--- src/rtl/axis_tx_pkg.sv ---
// Shared encodings for the packet arbiter in front of the RS232 transmitter.
package axis_tx_pkg;

    typedef enum logic [1:0] {
        ST_IDLE = 2'd0,
        ST_HDR  = 2'd1,
        ST_PASS = 2'd2
    } state_t;

    localparam logic [3:0] HDR_TAG   = 4'hA;
    localparam int         MAX_PORTS = 16;

endpackage

--- src/rtl/axis_tx_arbiter_rr_select.sv ---
// Round-robin selector: first set request strictly after the last-served index,
// wrapping modulo PORTS, found by masking a doubled request vector.
module rr_select #(
    parameter int PORTS = 4,
    parameter int IDW   = $clog2(PORTS)
) (
    input  logic [PORTS-1:0] req,
    input  logic [IDW-1:0]   last,
    output logic             any,
    output logic [IDW-1:0]   index
);

    logic [2*PORTS-1:0] dbl;
    logic [2*PORTS-1:0] mask;
    logic [2*PORTS-1:0] hit;

    always_comb begin
        dbl  = {req, req};
        mask = '0;
        for (int i = 0; i < 2 * PORTS; i++) begin
            if (i > int'(last) && i <= int'(last) + PORTS) begin
                mask[i] = 1'b1;
            end
        end
        hit   = dbl & mask;
        index = '0;
        // Scan downwards so the lowest masked hit is the one left standing.
        for (int i = 2 * PORTS - 1; i >= 0; i--) begin
            if (hit[i]) begin
                index = IDW'(i % PORTS);
            end
        end
        any = |req;
    end

endmodule

--- src/rtl/axis_tx_arbiter.sv ---
// Packet-granular round-robin arbiter sharing one byte stream sink among PORTS sources.
// Optional header byte per packet when AXIS_TX_ARBITER_HEADER_EN is defined.
module axis_tx_arbiter
    import axis_tx_pkg::*;
#(
    parameter int PORTS = 4,
    parameter int IDW   = $clog2(PORTS)
) (
    input  logic               clock,
    input  logic               resetn,
    input  logic [8*PORTS-1:0] idata,
    input  logic [PORTS-1:0]   ivalid,
    input  logic [PORTS-1:0]   ilast,
    output logic [PORTS-1:0]   iready,
    output logic [7:0]         odata,
    output logic               ovalid,
    input  logic               oready,
    output logic [IDW-1:0]     grant_id,
    output logic               busy
);

    state_t         state;
    state_t         state_nxt;
    logic [IDW-1:0] last_ptr;
    logic           load_ok;
    logic           load;
    logic [7:0]     load_data;
    logic           sel_any;
    logic [IDW-1:0] sel_idx;
    logic [7:0]     src_byte;
    logic           src_valid;
    logic           src_last;
    logic           src_xfer;

    assign load_ok  = !ovalid || oready;
    assign busy     = (state != ST_IDLE);
    assign src_xfer = (state == ST_PASS) && src_valid && load_ok;

    rr_select #(
        .PORTS (PORTS),
        .IDW   (IDW)
    ) u_rr_select (
        .req   (ivalid),
        .last  (last_ptr),
        .any   (sel_any),
        .index (sel_idx)
    );

    // Only the granted requester's lane is ever looked at.
    always_comb begin
        src_byte  = '0;
        src_valid = 1'b0;
        src_last  = 1'b0;
        for (int k = 0; k < PORTS; k++) begin
            if (grant_id == IDW'(k)) begin
                src_byte  = idata[8*k +: 8];
                src_valid = ivalid[k];
                src_last  = ilast[k];
            end
        end
    end

    always_comb begin
        state_nxt = state;
        iready    = '0;
        load      = 1'b0;
        load_data = src_byte;
        case (state)
            ST_IDLE: begin
                if (sel_any) begin
`ifdef AXIS_TX_ARBITER_HEADER_EN
                    state_nxt = ST_HDR;
`else
                    state_nxt = ST_PASS;
`endif
                end
            end
`ifdef AXIS_TX_ARBITER_HEADER_EN
            ST_HDR: begin
                if (load_ok) begin
                    load      = 1'b1;
                    load_data = {HDR_TAG, 4'(grant_id)};
                    state_nxt = ST_PASS;
                end
            end
`endif
            ST_PASS: begin
                for (int k = 0; k < PORTS; k++) begin
                    if (grant_id == IDW'(k)) begin
                        iready[k] = load_ok;
                    end
                end
                if (src_xfer) begin
                    load = 1'b1;
                    if (src_last) begin
                        state_nxt = ST_IDLE;
                    end
                end
            end
            default: state_nxt = ST_IDLE;
        endcase
    end

    // Pointer starts at PORTS-1 so requester 0 is searched first after reset.
    always_ff @(posedge clock or negedge resetn) begin
        if (!resetn) begin
            state    <= ST_IDLE;
            grant_id <= '0;
            last_ptr <= IDW'(PORTS - 1);
            ovalid   <= 1'b0;
            odata    <= 8'h00;
        end else begin
            state <= state_nxt;
            if (state == ST_IDLE && sel_any) begin
                grant_id <= sel_idx;
            end
            if (src_xfer && src_last) begin
                last_ptr <= grant_id;
            end
            if (load) begin
                odata  <= load_data;
                ovalid <= 1'b1;
            end else if (oready) begin
                ovalid <= 1'b0;
            end
        end
    end

endmodule

--- config.mk ---
export PLATFORM = sky130hd
export DESIGN_NAME = axis_tx_arbiter
export DESIGN_NICKNAME = d
export VERILOG_FILES = /design/src/rtl/axis_tx_pkg.sv /design/src/rtl/axis_tx_arbiter_rr_select.sv /design/src/rtl/axis_tx_arbiter.sv
export SDC_FILE = /design/constraint.sdc
export NUM_CORES = 1
export LEC_CHECK = 0
export CORE_ASPECT_RATIO = 1.25
export CORE_UTILIZATION = 39
export CTS_CLUSTER_DIAMETER = 150
export DETAILED_ROUTE_END_ITERATION = 16
export MAX_ROUTING_LAYER = met4
export PLACE_DENSITY = 0.9
export SETUP_SLACK_MARGIN = 0.4
export SLEW_MARGIN = 20
export SYNTH_ARGS = -nofsm -noshare
export SYNTH_HDL_FRONTEND = slang
export SYNTH_SLANG_ARGS = --single-unit
--- constraint.sdc ---
create_clock -name clock -period 3.7 [get_ports clock]
set_clock_uncertainty 0.1 [all_clocks]
set_input_delay 0.555 -clock clock [delete_from_list [all_inputs] [get_ports clock]]
set_output_delay 0.555 -clock clock [all_outputs]
set_load 0.02 [all_outputs]
==> results of run 1 <==
==> where the power goes <==
group          switching (W)   total, W  internal, W
registers           0.000123   0.000363     0.000240
logic               0.000288   0.000732     0.000445
clock network      0.0000421  0.0000796    0.0000375
total               0.000453    0.00117     0.000722
==> logic make-up after synthesis <==
group,after synthesis
AND/OR/NAND/NOR,18
flip-flops,14
buffers and inverters,6
multiplexers,21
AO/OA/AOI/OAI,9
==> cell type report <==
cell class | instances | area, um2 | area share
repair buffers | 58 | 581 | 0.373
multi-input cells | 48 | 553 | 0.356
flip-flops and latches | 14 | 353 | 0.227
well taps | 31 | 38.8 | 0.0249
clock buffers | 3 | 22.5 | 0.0145
inverters | 2 | 7.51 | 0.00483
==> how the worst max path moves through the flow <==
stage / start / endpoint / depth (start not counted)
2_1_floorplan: grant_id[1] / iready[2] / 3
3_3_place_gp: oready / iready[0] / 5
3_5_place_dp: oready / iready[0] / 5
4_1_cts: grant_id[0] / iready[1] / 3
5_1_grt: grant_id[0] / iready[1] / 3
6_report: oready / iready[0] / 5
==> cells in the final DEF, fill, tap and decap left out, types with 3 or more instances in the layout <==
| cell type | netlist | routed |
|---|---|---|
| a21oi_1 | 3 | 3 |
| clkbuf_4 | 0 | 3 |
| clkdlybuf4s50_1 | 0 | 58 |
| dfrtp_1 | 12 | 12 |
| mux2_4 | 9 | 9 |
| mux4_2 | 9 | 9 |
| nand2_1 | 4 | 4 |
| nand2b_1 | 3 | 3 |
| nor2_1 | 4 | 4 |
==> state kept, by name, indices dropped and copies added (netlist names) <==
| name | count |
|---|---|
| odata | 8 |
| grant_id | 2 |
| last_ptr | 2 |
| ovalid | 1 |
| state | 1 |
==> through the flow <==
step | hold WS (ps) | util
after floorplan | 159 | -
after global placement | 390 | 0.679
after global routing | 432 | 0.689
final | 412 | 0.689
after CTS | 414 | 0.689
after detailed placement | 394 | 0.679
==> per-layer routing <==
layer | GRT usage | part of all wire | up-vias
li1 | - | - | 375
met1 | 0.286 | 0.44 | 397
met2 | 0.326 | 0.47 | 43
met3 | 0.0443 | 0.094 | 2
met4 | 0.0504 | 0.0047 | 0
met5 | - | 0 | -
==> impl_summary.txt, run 1 <==
----------------------------------------------------
[Logic synthesis]
  Warnings from Yosys ... 0
  List of most frequent post-synthesis cells ... 12 x dfrtp_1, 9 x mux2_4, 9 x mux4_2
  Mean Syn Cell Area ... 14.1 um2
  Number of nets in the synthesized netlist ... approximately 110
  Leading register cell type out of synthesis ... dfrtp_1
  Dominant combinational cell family by area after synthesis ... multiplexers
  Most common cell in the netlist ... dfrtp_1
  Number of synthesized register bits ... 14
  Portion of netlist area occupied by mux cells ... 0.403
  EDFF count, synth ... 0
  Adder-cell area share of the yosys netlist ... 0
  Post-Synthesis Cells ... between 60 and 70
  Cell type with the largest total area after synthesis ... dfrtp_1
  Mapped cell area ... between 900 and 1000 um2
  Most area-consuming cells after synthesis ... dfrtp_1 31%, mux4_2 21%, mux2_4 14%, dfstp_2 5.5%, buf_6 3.5%
  Register area share after synthesis ... 0.369
  Post-synthesis compound-gate area fraction ... 0.0589
  Async set-or-reset flop fraction in the synthesized netlist ... 1.00
  Portion of synthesized cell area occupied by the leading cell type ... 0.314
  Post-synthesis share of cell area spent on xor and xnor gates ... 0
  Simple-gate portion of the synthesized area ... 0.116
  Number of distinct library cells after synthesis ... 26

[Critical path]
  CP Data Arrival Time ... slightly above 2000 ps
  R2r worst-path depth ... 3
  Worst Path Max Fanout ... 5
  Worst path buffer plus inverter count ... 2
  Cell with the largest stage delay on the worst path ... clkdlybuf4s50_1
  Critical path type ... input pin to primary output
  Critical path capture point type ... primary output
  Worst R2R Start ... grant_id[1]
  Capture point of the worst reg-to-reg path ... odata[1]
  Cell mode on critical path ... clkdlybuf4s50_1
  Worst-path cell chain ... clkdlybuf4s50_1 -> or2b_4 -> nand2_1 -> nor3_1 -> clkdlybuf4s50_1
  Top delay family on crit path ... buffers and inverters
  Maximum single-stage delay on the critical path ... 650 ps
  Data required time at the worst endpoint ... about 3000 ps
  Crit path launch type ... input pin
  Register-to-register setup slack ... between 1500 and 2000 ps

[Timing]
  Fin. max-slew vios ... 0
  Final hold violation count ... 0
  Setup repair after global routing missed its margin ... no
  Final setup viols ... 0
  Final period utilization ... 0.731
  Final critical delay including setup and external delays ... 2710 ps
  Fmax achieved ... approximately 370 MHz
  Worst setup slack after layout ... between 900 and 1000 ps
  Slew at the pin closest to its max-slew limit ... between 700 and 800 ps
  Total negative slack for setup checks ... 0 ps
  Slew headroom ... 0.490

[Global routing]
  Pin count of the biggest net entering global routing ... 17
  Wire length of the first global-routing pass ... 3930 um
  Total congestion overflow after global routing ... 0
  Initial antenna violation count ... 0
  Overall global routing resource usage ... 0.212
  Vias in the first global route ... around 790

[Worst hold path]
  Hold Crit Depth ... 1
  Hold Crit Start ... odata[2]
  Class of the most critical hold timing path ... flip-flop to flip-flop
  End of the worst hold path ... odata[2]

[Pwr]
  Worst voltage drop across the vdd grid ... about 0.60 mV
  Leakage power ... ~0.64 nW
  Sum of internal, switching and leakage power ... about 0.0012 W
  Ratio of total power to cell area ... roughly 760 nW/um2

[Detailed routing]
  DR pass1 iterations ... 4
  Number of violations reported at the end of detailed-routing iteration 0 ... 7
  Detailed-route wire length ... between 2000 and 3000 um
  Vias after detailed routing ... approximately 800
  Per-cell via count in the routed design ... 5.24
  Residual DRC count ... 0
  Antenna violation net count after detailed routing ... 0
  Detailed-route wire length per cell ... approximately 16 um

[Clock tree]
  CTS Hold Bufs ... 0
  Buffer cell driving the clock tree root ... clkbuf_4
  Post-cts sizing count ... 0
  Later-pin clock latency in the skew report ... 260 ps
  H-Tree Depth ... 1
  Post-CTS Repair Setup Buffers ... 0
  Clock buffer depth ... 2
  Clock-pin slew of the registers on the worst-case setup and hold paths ... 80 ps
  Count of clock tree sinks ... 14
  Total CTS buffers ... 3
  TritonCTS clock tree ... done

[Die]
  Die ar. ... approximately 2700 um2
  Core area ... between 2000 and 2500 um2
  Initial Utilization ... 0.423
  Die X ... between 40 and 50 um
  Row count ... 19
  Die Y-Extent ... around 57 um
  Number of I/O pins ... 59

[Final layout]
  Count of non-filler cells in the finished layout ... 156
  Filler cell count ... roughly 150
  Post-route cell area ... around 1600 um2
  Layout Area Growth over Synthesis ... 62.7%
  Antenna Cells ... 0
  Number of nets in the layout ... between 150 and 200
  Proportion of layout cells with a drive suffix above 1 ... 0.216

[Placement]
  Routability cong. ... slightly above 0.8
  Setup Slack @ Placement ... 992 ps
  Placed Instances ... roughly 150
  Placement-stage cell area ... 1530 um2
  Estimated wirelength of the detail-placed design ... approximately 2000 um
  Count of buffers from port buffering ... a little under 60

[Status]
  Result of the run ... finished clean

[Run]
  MaxCap Viol Count ... 0

----------------------------------------------------
Power figures use the tool's default switching activity.
==> run 2: changes to the inputs <==
--- a/config.mk
+++ b/config.mk
@@ -6,11 +6,11 @@
 export NUM_CORES = 1
 export LEC_CHECK = 0
 export CORE_ASPECT_RATIO = 1.25
-export CORE_UTILIZATION = 39
+export CORE_UTILIZATION = 36
 export CTS_CLUSTER_DIAMETER = 150
 export DETAILED_ROUTE_END_ITERATION = 16
 export MAX_ROUTING_LAYER = met4
-export PLACE_DENSITY = 0.9
+export PLACE_DENSITY = 0.85
 export SETUP_SLACK_MARGIN = 0.4
 export SLEW_MARGIN = 20
 export SYNTH_ARGS = -nofsm -noshare
==> constraint.sdc (replaced) <==
create_clock -name clock -period 2.6 [get_ports clock]
set_clock_uncertainty 0.1 [all_clocks]
set_input_delay 0.39 -clock clock [delete_from_list [all_inputs] [get_ports clock]]
set_output_delay 0.39 -clock clock [all_outputs]
set_load 0.02 [all_outputs]
==> impl_summary.txt, run 2 (same netlist as run 1, synthesis figures left out) <==
----------------------------------------------------
[Status]
  Result of the run ... finished clean

[Timing]
  Final period utilization ... 0.794
  Final critical delay including setup and external delays ... ~2100 ps
  Total negative slack for setup checks ... 0 ps
  Setup repair after global routing missed its margin ... no
  Final setup viols ... 0
  Fmax achieved ... around 480 MHz
  Fin. max-slew vios ... 0
  Slew at the pin closest to its max-slew limit ... just over 600 ps
  Final hold violation count ... 0
  Slew headroom ... 0.588
  Worst hold slack ... roughly 400 ps

[Clock tree]
  H-Tree Depth ... 1
  Count of clock tree sinks ... 14
  TritonCTS clock tree ... done
  Buffer cell driving the clock tree root ... clkbuf_4
  Later-pin clock latency in the skew report ... 270 ps
  Total CTS buffers ... 3
  Post-CTS Repair Setup Buffers ... 0
  Clock buffer depth ... 2
  Clock-pin slew of the registers on the worst-case setup and hold paths ... about 80 ps

[Global routing]
  Vias in the first global route ... about 850
  Total congestion overflow after global routing ... 0
  Overall global routing resource usage ... 0.190
  Initial antenna violation count ... 0
  Pin count of the biggest net entering global routing ... 15
  Wire length of the first global-routing pass ... 3660 um

[Critical path]
  CP Data Arrival Time ... 1580 ps
  Capture point of the worst reg-to-reg path ... odata[6]
  Register-to-register setup slack ... between 700 and 800 ps
  Worst Path Max Fanout ... 5
  Top delay family on crit path ... buffers and inverters
  Path length in cells of the critical path ... 5
  Crit path launch type ... input pin
  Cell with the largest stage delay on the worst path ... clkdlybuf4s50_1
  Critical path type ... input pin to primary output
  Maximum single-stage delay on the critical path ... 460 ps
  Worst path buffer plus inverter count ... 2
  Worst-path cell chain ... clkdlybuf4s50_1 -> or2b_4 -> nand2_1 -> nor3_1 -> dlygate4sd2_1
  R2r worst-path depth ... 3
  Worst R2R Start ... grant_id[1]
  Last element of the critical path ... iready[2]
  Data required time at the worst endpoint ... about 2100 ps
  Critical path capture point type ... primary output
  Beginning of the critical path ... oready

[Final layout]
  Most frequent cells in the layout ... 54 x clkdlybuf4s50_1, 10 x dfrtp_1, 9 x mux4_2, 9 x mux2_4
  Count of non-filler cells in the finished layout ... 161
  Largest register FFs ... 8
  Most common cell after layout, fill and taps aside ... clkdlybuf4s50_1
  Antenna Cells ... 0
  Number of nets in the layout ... 172
  Registers with the most flip-flops ... odata (8), grant_id (2), last_ptr (2)
  Register with the highest flop count ... odata
  Layout Area Growth over Synthesis ... 66.1%
  Proportion of layout cells with a drive suffix above 1 ... 0.250

[Pwr]
  Share of total power in combinational logic ... 0.622
  Clock share of power ... 0.088
  Worst voltage drop across the vdd grid ... between 0.6 and 0.7 mV
  Part of the total power dissipated in sequential elements ... 0.291
  Ratio of total power to cell area ... 1080 nW/um2
  P_sw ... approximately 0.00065 W
  Leakage power ... around 0.68 nW
  Internal Pwr Total ... 0.00107 W
  Switching share of power ... 0.378

[Die]
  Initial Utilization ... 0.386
  Die X ... roughly 48 um
  Row count ... 20
  Die Y-Extent ... a little under 60 um
  Die ar. ... about 2900 um2
  Number of I/O pins ... 59
  Core area ... about 2500 um2

[Detailed routing]
  DR pass1 iterations ... 4
  Detailed-route wire length per cell ... 15.3 um
  Detailed-route wire length ... between 2000 and 2500 um
  Antenna violation net count after detailed routing ... 0
  Number of violations reported at the end of detailed-routing iteration 0 ... 5
  Residual DRC count ... 0
  Vias after detailed routing ... between 800 and 900
  Per-cell via count in the routed design ... between 5 and 6

[Placement]
  Estimated wirelength of the detail-placed design ... ~2000 um
  Count of buffers from port buffering ... between 50 and 60
  Routability cong. ... 0.811
  Placed Instances ... 157

[Run]
  MaxCap Viol Count ... 0

[Worst hold path]
  Class of the most critical hold timing path ... input pin to asynchronous set/reset pin

----------------------------------------------------
==> run 2: cell types whose count changed in the layout (fill, tap and decap cells not counted), sizes merged <==
cell	delta
clkdlybuf4s50	-4
dlygate4sd2	+3
buf	+2
clkbuf	+1
dlymetal6s2s	+1
==> run 2: metrics by stage <==
step                total power, W   util  area (um2)  setup slack (ps)
CTS                        0.00173  0.640        1590               246
floorplan                  0.00120      -         956               561
finish                     0.00171  0.641        1590               535
global route               0.00182  0.641        1590               437
global placement           0.00155  0.626        1550               277
detailed placement         0.00158  0.626        1550               240
==> run 2: area by class of cell <==
class | instances | area [um2]
inverter | 2 | 7.51
timing repair buffer | 60 | 594
multi-input combinational | 48 | 553
tap | 33 | 41.3
sequential | 14 | 355
fill | 182 | 890
clock buffer | 4 | 36.3
==> run 2: power groups by stage <==
stage / sequential, W / clock (W) / combinational, W
after detailed placement: 0.000499 / 0 / 0.00108
after floorplan: 0.000534 / 0 / 0.000666
after global placement: 0.000490 / 0 / 0.00106
after global routing: 0.000518 / 0.000166 / 0.00114
after CTS: 0.000500 / 0.000155 / 0.00107
final: 0.000498 / 0.000150 / 0.00107
==> run 2: worst min-delay path by stage <==
stage / slack [ps] / depth (start not counted) / start / endpoint
floorplan: -6 / 0 / resetn / grant_id[0]
global placement: 390 / 1 / odata[5] / odata[5]
detailed placement: 400 / 1 / odata[5] / odata[5]
CTS: 400 / 1 / resetn / odata[3]
global route: 420 / 1 / resetn / odata[3]
finish: 400 / 1 / resetn / odata[3]
==> run 2: worst register-to-register path, delay by kind of cell, from the launching register on <==
kind          cells  cell delay (ps)
simple gates      1              210
flops             1              500
mux               2              930
==> run 2: what timing repair did <==
| action | in CTS | in global routing |
|---|---|---|
| hold buffers | 0 | 0 |
| gates resized for setup | 5 | 1 |
| setup endpoints to repair | 5 | 1 |
==> run 2: metal layers <==
metal  routed length (um)  share of wire  GRT usage  up-vias
met5                    0              0          -        -
met1                 1010           0.41      0.204      398
met2                 1220           0.49      0.322       41
met4                   11         0.0045     0.0595        0
li1                     -              -          -      380
met3                  228          0.092     0.0579        2
==> run 3: changes to the inputs <==
==> constraint.sdc (replaced) <==
create_clock -name clock -period 2.1 [get_ports clock]
set_clock_uncertainty 0.1 [all_clocks]
set_input_delay 0.315 -clock clock [delete_from_list [all_inputs] [get_ports clock]]
set_output_delay 0.315 -clock clock [all_outputs]
set_load 0.02 [all_outputs]
==> impl_summary.txt, run 3 (same netlist as run 1, synthesis figures left out) <==
----------------------------------------------------
[Status]
  Result of the run ... finished clean

[Pwr]
  Worst voltage drop across the vdd grid ... between 0.7 and 0.8 mV
  Part of the total power dissipated in sequential elements ... 0.223
  Switching share of power ... 0.382
  Internal Pwr Total ... ~0.0015 W
  Share of total power in combinational logic ... 0.691
  Leakage power ... ~0.85 nW
  Ratio of total power to cell area ... ~1400 nW/um2
  P_sw ... about 0.0009 W
  Clock share of power ... 0.086

[Global routing]
  Vias in the first global route ... 909
  Initial antenna violation count ... 0
  Pin count of the biggest net entering global routing ... 15
  Wire length of the first global-routing pass ... 4160 um
  Overall global routing resource usage ... 0.224
  Total congestion overflow after global routing ... 0

[Critical path]
  Crit path launch type ... flip-flop
  Worst R2R Start ... grant_id[0]
  Critical path capture point type ... flip-flop
  R2r worst-path depth ... 5
  CP Data Arrival Time ... 1880 ps
  Data required time at the worst endpoint ... between 2000 and 2500 ps
  Worst Path Max Fanout ... 8
  Critical path type ... flip-flop to flip-flop
  Register-to-register setup slack ... around 300 ps
  Capture point of the worst reg-to-reg path ... odata[3]

[Detailed routing]
  DR pass1 iterations ... 3
  Vias after detailed routing ... 917
  Per-cell via count in the routed design ... 5.09
  Residual DRC count ... 0
  Detailed-route wire length ... a little under 3000 um
  Antenna violation net count after detailed routing ... 0
  Detailed-route wire length per cell ... 16.5 um
  Number of violations reported at the end of detailed-routing iteration 0 ... 14

[Placement]
  Count of buffers from port buffering ... 58
  Setup Slack @ Placement ... -43.0 ps
  Routability cong. ... 0.788
  Placed Instances ... between 150 and 200
  Placement-stage cell area ... 1600 um2
  Estimated wirelength of the detail-placed design ... 2090 um

[Timing]
  Final hold violation count ... 0
  Slew headroom ... 0.565
  Final critical delay including setup and external delays ... 1800 ps
  Total negative slack for setup checks ... 0 ps
  Worst hold slack ... between 300 and 400 ps
  Fin. max-slew vios ... 0
  Worst setup slack after layout ... between 300 and 400 ps
  Slew at the pin closest to its max-slew limit ... ~650 ps
  Setup repair after global routing missed its margin ... yes
  Fmax achieved ... 556 MHz
  Final period utilization ... 0.856
  Final setup viols ... 0

[Die]
  Die ar. ... between 2000 and 3000 um2
  Row count ... 20
  Initial Utilization ... 0.386
  Number of I/O pins ... 59
  Core area ... roughly 2500 um2
  Die X ... slightly below 50 um
  Die Y-Extent ... ~60 um

[Final layout]
  Register with the highest flop count ... odata
  Registers with the most flip-flops ... odata (8), grant_id (2), last_ptr (2)
  Largest register FFs ... 8
  Antenna Cells ... 0
  Proportion of layout cells with a drive suffix above 1 ... 0.429
  FF+latch area ... between 300 and 400 um2
  Total area of multi-input combinational cells ... about 580 um2
  Layout Area Growth over Synthesis ... 85.9%
  Most common cell after layout, fill and taps aside ... clkdlybuf4s50_1
  Count of non-filler cells in the finished layout ... 180
  Filler cell count ... 151
  Post-route cell area ... 1780 um2
  Number of nets in the layout ... 191
  Most frequent cells in the layout ... 41 x clkdlybuf4s50_1, 19 x buf_4, 10 x dlymetal6s2s_1, 10 x dfrtp_1

[Clock tree]
  H-Tree Depth ... 1
  Total CTS buffers ... 3
  CTS Hold Bufs ... 0
  TritonCTS clock tree ... done
  Clock buffer depth ... 2
  Buffer cell driving the clock tree root ... clkbuf_4
  Later-pin clock latency in the skew report ... about 300 ps
  Clock-pin slew of the registers on the worst-case setup and hold paths ... ~90 ps
  Count of clock tree sinks ... 14

[Worst hold path]
  Class of the most critical hold timing path ... input pin to asynchronous set/reset pin

[Run]
  MaxCap Viol Count ... 0

----------------------------------------------------
-- run 3: what timing repair did --
action	4_1_cts	5_1_grt
setup buffers	11	3
setup endpoints to repair	16	27
resized for setup	22	25
pin swaps	2	4
-- run 3: power groups by stage --
stage | sequential, W | combinational [W] | clock, W
after floorplan | 0.000666 | 0.000837 | 0
after global placement | 0.000601 | 0.00134 | 0
after detailed placement | 0.000616 | 0.00137 | 0
after CTS | 0.000538 | 0.00162 | 0.000202
after global routing | 0.000553 | 0.00176 | 0.000222
final | 0.000538 | 0.00166 | 0.000207
-- run 3: cell type report --
| type | instances | share of cell area |
|---|---|---|
| Timing Repair Buffer | 79 | 0.425 |
| Multi-Input combinational cell | 48 | 0.326 |
| Sequential cell | 14 | 0.201 |
| Tap cell | 33 | 0.0232 |
| Clock buffer | 4 | 0.0204 |
| Inverter | 2 | 0.00423 |
-- run 3: how the worst max path moves through the flow --
| stage | from | endpoint | slack, ps | cells after the start |
|---|---|---|---|---|
| final | grant_id[0] | odata[3] | 300 | 5 |
| after global routing | grant_id[0] | odata[3] | 260 | 5 |
| after CTS | oready | iready[1] | 250 | 5 |
| after detailed placement | oready | iready[1] | -40 | 5 |
| after global placement | oready | iready[1] | 0.3 | 5 |
| after floorplan | grant_id[1] | iready[2] | 350 | 3 |
-- run 3: worst max-delay path, cell delays in order (launching register included) --
cell and delay [ps]:
dfrtp_4 490, buf_6 130, buf_6 110, mux4_2 350, nand3_4 180, mux2_4 320
-- run 3: per-layer routing --
metal,share of wire,vias up,GRT usage
met5,0,-,-
met4,0.036,0,0.131
met3,0.079,9,0.0488
met2,0.51,44,0.369
met1,0.38,441,0.237
li1,-,423,-
-- run 3: metrics by stage --
| step | total power [W] | utilization |
|---|---|---|
| 6_report | 0.00241 | 0.717 |
| 4_1_cts | 0.00236 | 0.696 |
| 3_3_place_gp | 0.00194 | 0.646 |
| 3_5_place_dp | 0.00199 | 0.646 |
| 5_1_grt | 0.00254 | 0.717 |
| 2_1_floorplan | 0.00150 | - |
